## config.mk

```make
export PLATFORM = sky130hd
export DESIGN_NAME = gpio_in_debounce
export DESIGN_NICKNAME = d
export VERILOG_FILES = /design/src/rtl/gpio_in_debounce.sv
export SDC_FILE = /design/constraint.sdc
export NUM_CORES = 1
export LEC_CHECK = 0
export BUFFER_PORTS_ARGS = -buffer_cell sky130_fd_sc_hd__buf_4
export CAP_MARGIN = 20
export CORE_ASPECT_RATIO = 1.75
export CORE_MARGIN = 8
export CORE_UTILIZATION = 51
export DETAILED_ROUTE_END_ITERATION = 16
export HOLD_SLACK_MARGIN = 0.03
export PLACE_DENSITY = 0.71
export SYNTH_ARGS = -nofsm -noshare
export SYNTH_HDL_FRONTEND = slang
export SYNTH_SLANG_ARGS = --single-unit
```

## constraint.sdc

```tcl
create_clock -name clk -period 2.25 [get_ports clk]
set_clock_uncertainty 0.05 [all_clocks]
set_input_delay 0.1125 -clock clk [delete_from_list [all_inputs] [get_ports clk]]
set_output_delay 0.1125 -clock clk [all_outputs]
set_load 0.02 [all_outputs]
```

## src/rtl/gpio_in_debounce.sv

```systemverilog
// GPIO input conditioner: 2-flop sync, per-bit stability counter, debounced level, edge pulses.
// Define GPIO_IRQ_LATCH_EN to get sticky W1C irq_status and a registered irq.
module gpio_in_debounce_lane #(
    parameter int CNT_W = 8
) (
    input  logic             clk,
    input  logic             reset,
    input  logic             s2,
    input  logic             enable,
    input  logic [CNT_W-1:0] n,
    output logic             level,
    output logic             rise,
    output logic             fall
);
    logic [CNT_W-1:0] cnt;

    always_ff @(posedge clk) begin
        if (reset) begin
            cnt   <= '0;
            level <= 1'b0;
            rise  <= 1'b0;
            fall  <= 1'b0;
        end else begin
            rise <= 1'b0;
            fall <= 1'b0;
            if (!enable || s2 == level) begin
                cnt <= '0;
            end else if (cnt >= n) begin
                // live threshold: a lowered N commits immediately if cnt already reached it
                level <= s2;
                cnt   <= '0;
                rise  <= s2;
                fall  <= ~s2;
            end else if (cnt != {CNT_W{1'b1}}) begin
                cnt <= cnt + 1'b1;
            end
        end
    end
endmodule

module gpio_in_debounce #(
    parameter int WIDTH = 4,
    parameter int CNT_W = 8
) (
    input  logic             clk,
    input  logic             reset,
    input  logic [WIDTH-1:0] pad_in,
    input  logic             enable,
    input  logic [CNT_W-1:0] debounce_cycles,
    input  logic [WIDTH-1:0] irq_mask,
    input  logic [WIDTH-1:0] irq_clear,
    output logic [WIDTH-1:0] level_out,
    output logic [WIDTH-1:0] rise_pulse,
    output logic [WIDTH-1:0] fall_pulse,
    output logic [WIDTH-1:0] irq_status,
    output logic             irq
);
    logic [WIDTH-1:0] s1, s2;

    always_ff @(posedge clk) begin
        if (reset) begin
            s1 <= '0;
            s2 <= '0;
        end else begin
            s1 <= pad_in;
            s2 <= s1;
        end
    end

    for (genvar i = 0; i < WIDTH; i++) begin : g_lane
        gpio_in_debounce_lane #(.CNT_W(CNT_W)) u_lane (
            .clk    (clk),
            .reset  (reset),
            .s2     (s2[i]),
            .enable (enable),
            .n      (debounce_cycles),
            .level  (level_out[i]),
            .rise   (rise_pulse[i]),
            .fall   (fall_pulse[i])
        );
    end

`ifdef GPIO_IRQ_LATCH_EN
    // set term is OR'd after the clear so a fresh edge beats a simultaneous clear
    always_ff @(posedge clk) begin
        if (reset) begin
            irq_status <= '0;
            irq        <= 1'b0;
        end else begin
            irq_status <= (irq_status & ~irq_clear) | ((rise_pulse | fall_pulse) & irq_mask);
            irq        <= |irq_status;
        end
    end
`else
    logic unused_irq_clear;
    assign unused_irq_clear = ^irq_clear;
    assign irq_status       = '0;
    assign irq              = |((rise_pulse | fall_pulse) & irq_mask);
`endif
endmodule

```

==> qor.yml <==
status: "complete, no violations"
synthCells: 326
startpoint_type: "register"
port-buffer-count: 31
avgRoutedWirePerCell_um: 13.89
dpl_cell_area_um2: 3269
clock.fmax_ghz: 0.4735
die_h_um: 118.3
viasPerCell: 5.331
final_nets: 418
hold_violations: 0
rsz0062_at_grt: "no"
synth_top_area_frac: 0.3411
worstPathCellList: "inv_1 > ha_1 > nand2b_4 > a2111oi_4 > o41ai_2 > or3_1 > nor3_4"
drtAntennaViolNets: 0
worstPathBufferInverterCount: 1
antenna_cells: 0
pre_cts_slack_ps: 118.3
setup-violations-final: 0
arrival_ps: 2310
clock_sinks: 52
end_kind: "register"
hold_path_class: "input port to register"
cts_root_buf: "clkbuf_8"
synthAdderAreaFrac: 0.1476
synth_mux_area_frac: 0.01312
die-width_um: 74.48
yosysWarnings: 0
final_layout_size_suffix_gt1_frac: 0.1833
area_delta_synth_final_pct: 13.33
synth_xor_area_frac: 0.03731
first_global_vias: 2298
antenna_found_initial: 0
synth_area_leaders: "dfxtp_1, ha_1, buf_4"
maxCapViolCount: 0
ys_ff_latch: 52
drt_iter0_drc: 87
grt_overflow: 0
ir_worst_vdd_mv: 0.4423
max_slew_margin: 0.6354
path_clk_slew_ps: 90
finalSetupTns_ps: 0
grt_pass1_wl_um: 10480
start_util: 0.5232
power.leakage_nw: 1.429
grt_max_degree: 15
clock_latency_ps: 320
vias: 2335
rows: 37
fin_util: 0.5929
synth_compound_area_frac: 0.1636
grt_usage: 0.1493
fin_area_um2: 3458
dieArea_um2: 8813
ys_types: 35
layout_common_cells: "dfxtp_1, buf_4, ha_1"
crit_required_ps: 2450
crit_path_max_fanout: 8
synth.avg_cell_area_um2: 9.361
core_area_um2: 5833
ys_seq_area_frac: 0.3411
cts_max_level: 2
yosys.area.top_type: "dfxtp_1"
hpwl_um: 4768
ioPinCount: 40
tightest_slew_ps: 539.3
drt-total-wl_um: 6085
firstDrtPassIters: 4
max_stage_delay_ps: 500
cts_buffers: 5
synth_top_family_by_area: "simple AND/OR/NAND/NOR gates"
layout_commonest_cell: "dfxtp_1"
powerDensity_nw_per_um2: 469.7
clockBufferDepth: 2
netlist_area_um2: 3052
gp_congestion: 0.7829
drv_slew: 0
post-route-period-util: 0.9387
setup_ws_ps: 138.0
cts_tree: "done"
fin_crit_ps: 2112
path_delay_family: "simple AND/OR/NAND/NOR gates"
synth_simple_gate_area_frac: 0.2235
post_cts_buffers: 0
cp_slowest_cell: "or3_1"
drc: 0
worstSetupPathType: "register to register"
-- worst register-to-register path, cell delays in order, from the launching register on --
cell and delay [ps]:
dfxtp_1 330, inv_1 40, ha_1 260, nand2b_4 150
a2111oi_4 350, o41ai_2 150, or3_1 500, nor3_4 230
-- cell type report --
class / instances / area, um^2
clock buffers: 8 / 90.09
flip-flops and latches: 52 / 1041
fillers: 565 / 2375
multi-input cells: 240 / 1809
well taps: 78 / 97.59
repair buffers: 46 / 367.9
inverters: 14 / 52.55
-- layer usage --
metal,global-route usage,share of wire,vias up
li1,-,-,1210
met1,0.1516,0.39,1085
met2,0.2621,0.54,32
met3,0.04488,0.049,8
met4,0.07160,0.020,0
met5,0,0,-
-- power breakdown --
| part | internal (mW) | switching, mW | total (mW) |
|---|---|---|---|
| Sequential | 0.927 | 0.00465 | 0.932 |
| Combinational | 0.0734 | 0.0661 | 0.139 |
| Clock | 0.251 | 0.302 | 0.553 |
-- flip-flops by register name, indices dropped and copies added (netlist names) --
register / flops
s2: 4
g_lane.u_lane.cnt: 32
s1: 4
g_lane.u_lane.fall: 4
g_lane.u_lane.rise: 4
g_lane.u_lane.level: 4
-- cells in the mapped netlist --
master,number
a2111o_1,1
a2111oi_4,3
a211oi_1,2
a211oi_2,5
a21bo_2,3
a21oi_1,18
a31oi_1,7
and3_1,5
and4_1,5
buf_4,16
buf_6,3
clkbuf_1,4
conb_1,1
dfxtp_1,52
ha_1,36
inv_1,14
mux2i_1,4
nand2_1,19
nand2b_1,2
nand2b_4,3
nand3_1,22
nand3_2,1
nand4_1,6
nor2_1,31
nor2b_1,8
nor3_1,3
nor3_4,3
nor3b_1,8
nor4b_1,1
o21a_1,6
o21ai_0,14
o41ai_2,3
or3_1,4
xnor2_1,7
xor2_1,6
-- kinds of logic (layout without fill, tap and decap cells) --
group | after synthesis | after routing
AOI/OAI and AO/OA | 62 | 62
adders and majority gates | 36 | 36
other | 1 | 4
buffers and inverters | 37 | 68
DFF | 52 | 52
and+or+nand+nor | 121 | 121
muxes | 4 | 4
xor gates and xnor gates | 13 | 13
-- per-stage QoR --
step                      hold WS (ps)  power (mW)  std cells
after detailed placement         280.7       1.081        421
after global placement           278.4       1.077        421
after floorplan                  134.1       1.044        329
final                            67.27       1.624        438
after global routing             74.97       1.702        438
after CTS                        59.53       1.643        438
-- path summary, 6_finish.rpt --
check / startpoint / depth (start not counted) / endpoint / slack [ps]
worst max-delay path: g_lane[1].u_lane.cnt[0]$_SDFFE_PP0P_ / 7 / g_lane[1].u_lane.cnt[6]$_SDFFE_PP0P_ / 140
worst min-delay path: enable / 3 / g_lane[1].u_lane.level$_SDFFE_PP0P_ / 70
worst max register to register: g_lane[1].u_lane.cnt[0]$_SDFFE_PP0P_ / 7 / g_lane[1].u_lane.cnt[6]$_SDFFE_PP0P_ / 140
worst min register to register: s1[0]$_SDFF_PP0_ / 1 / s2[0]$_SDFF_PP0_ / 400
-- timing repair --
item                                    in CTS  in global routing
endpoints found under the setup margin       0                  2
hold buffers                                 9                  0
gates resized for setup                      0                  2
endpoints found under the hold margin       12                  0
No activity file was read; power rests on OpenSTA's default activity.
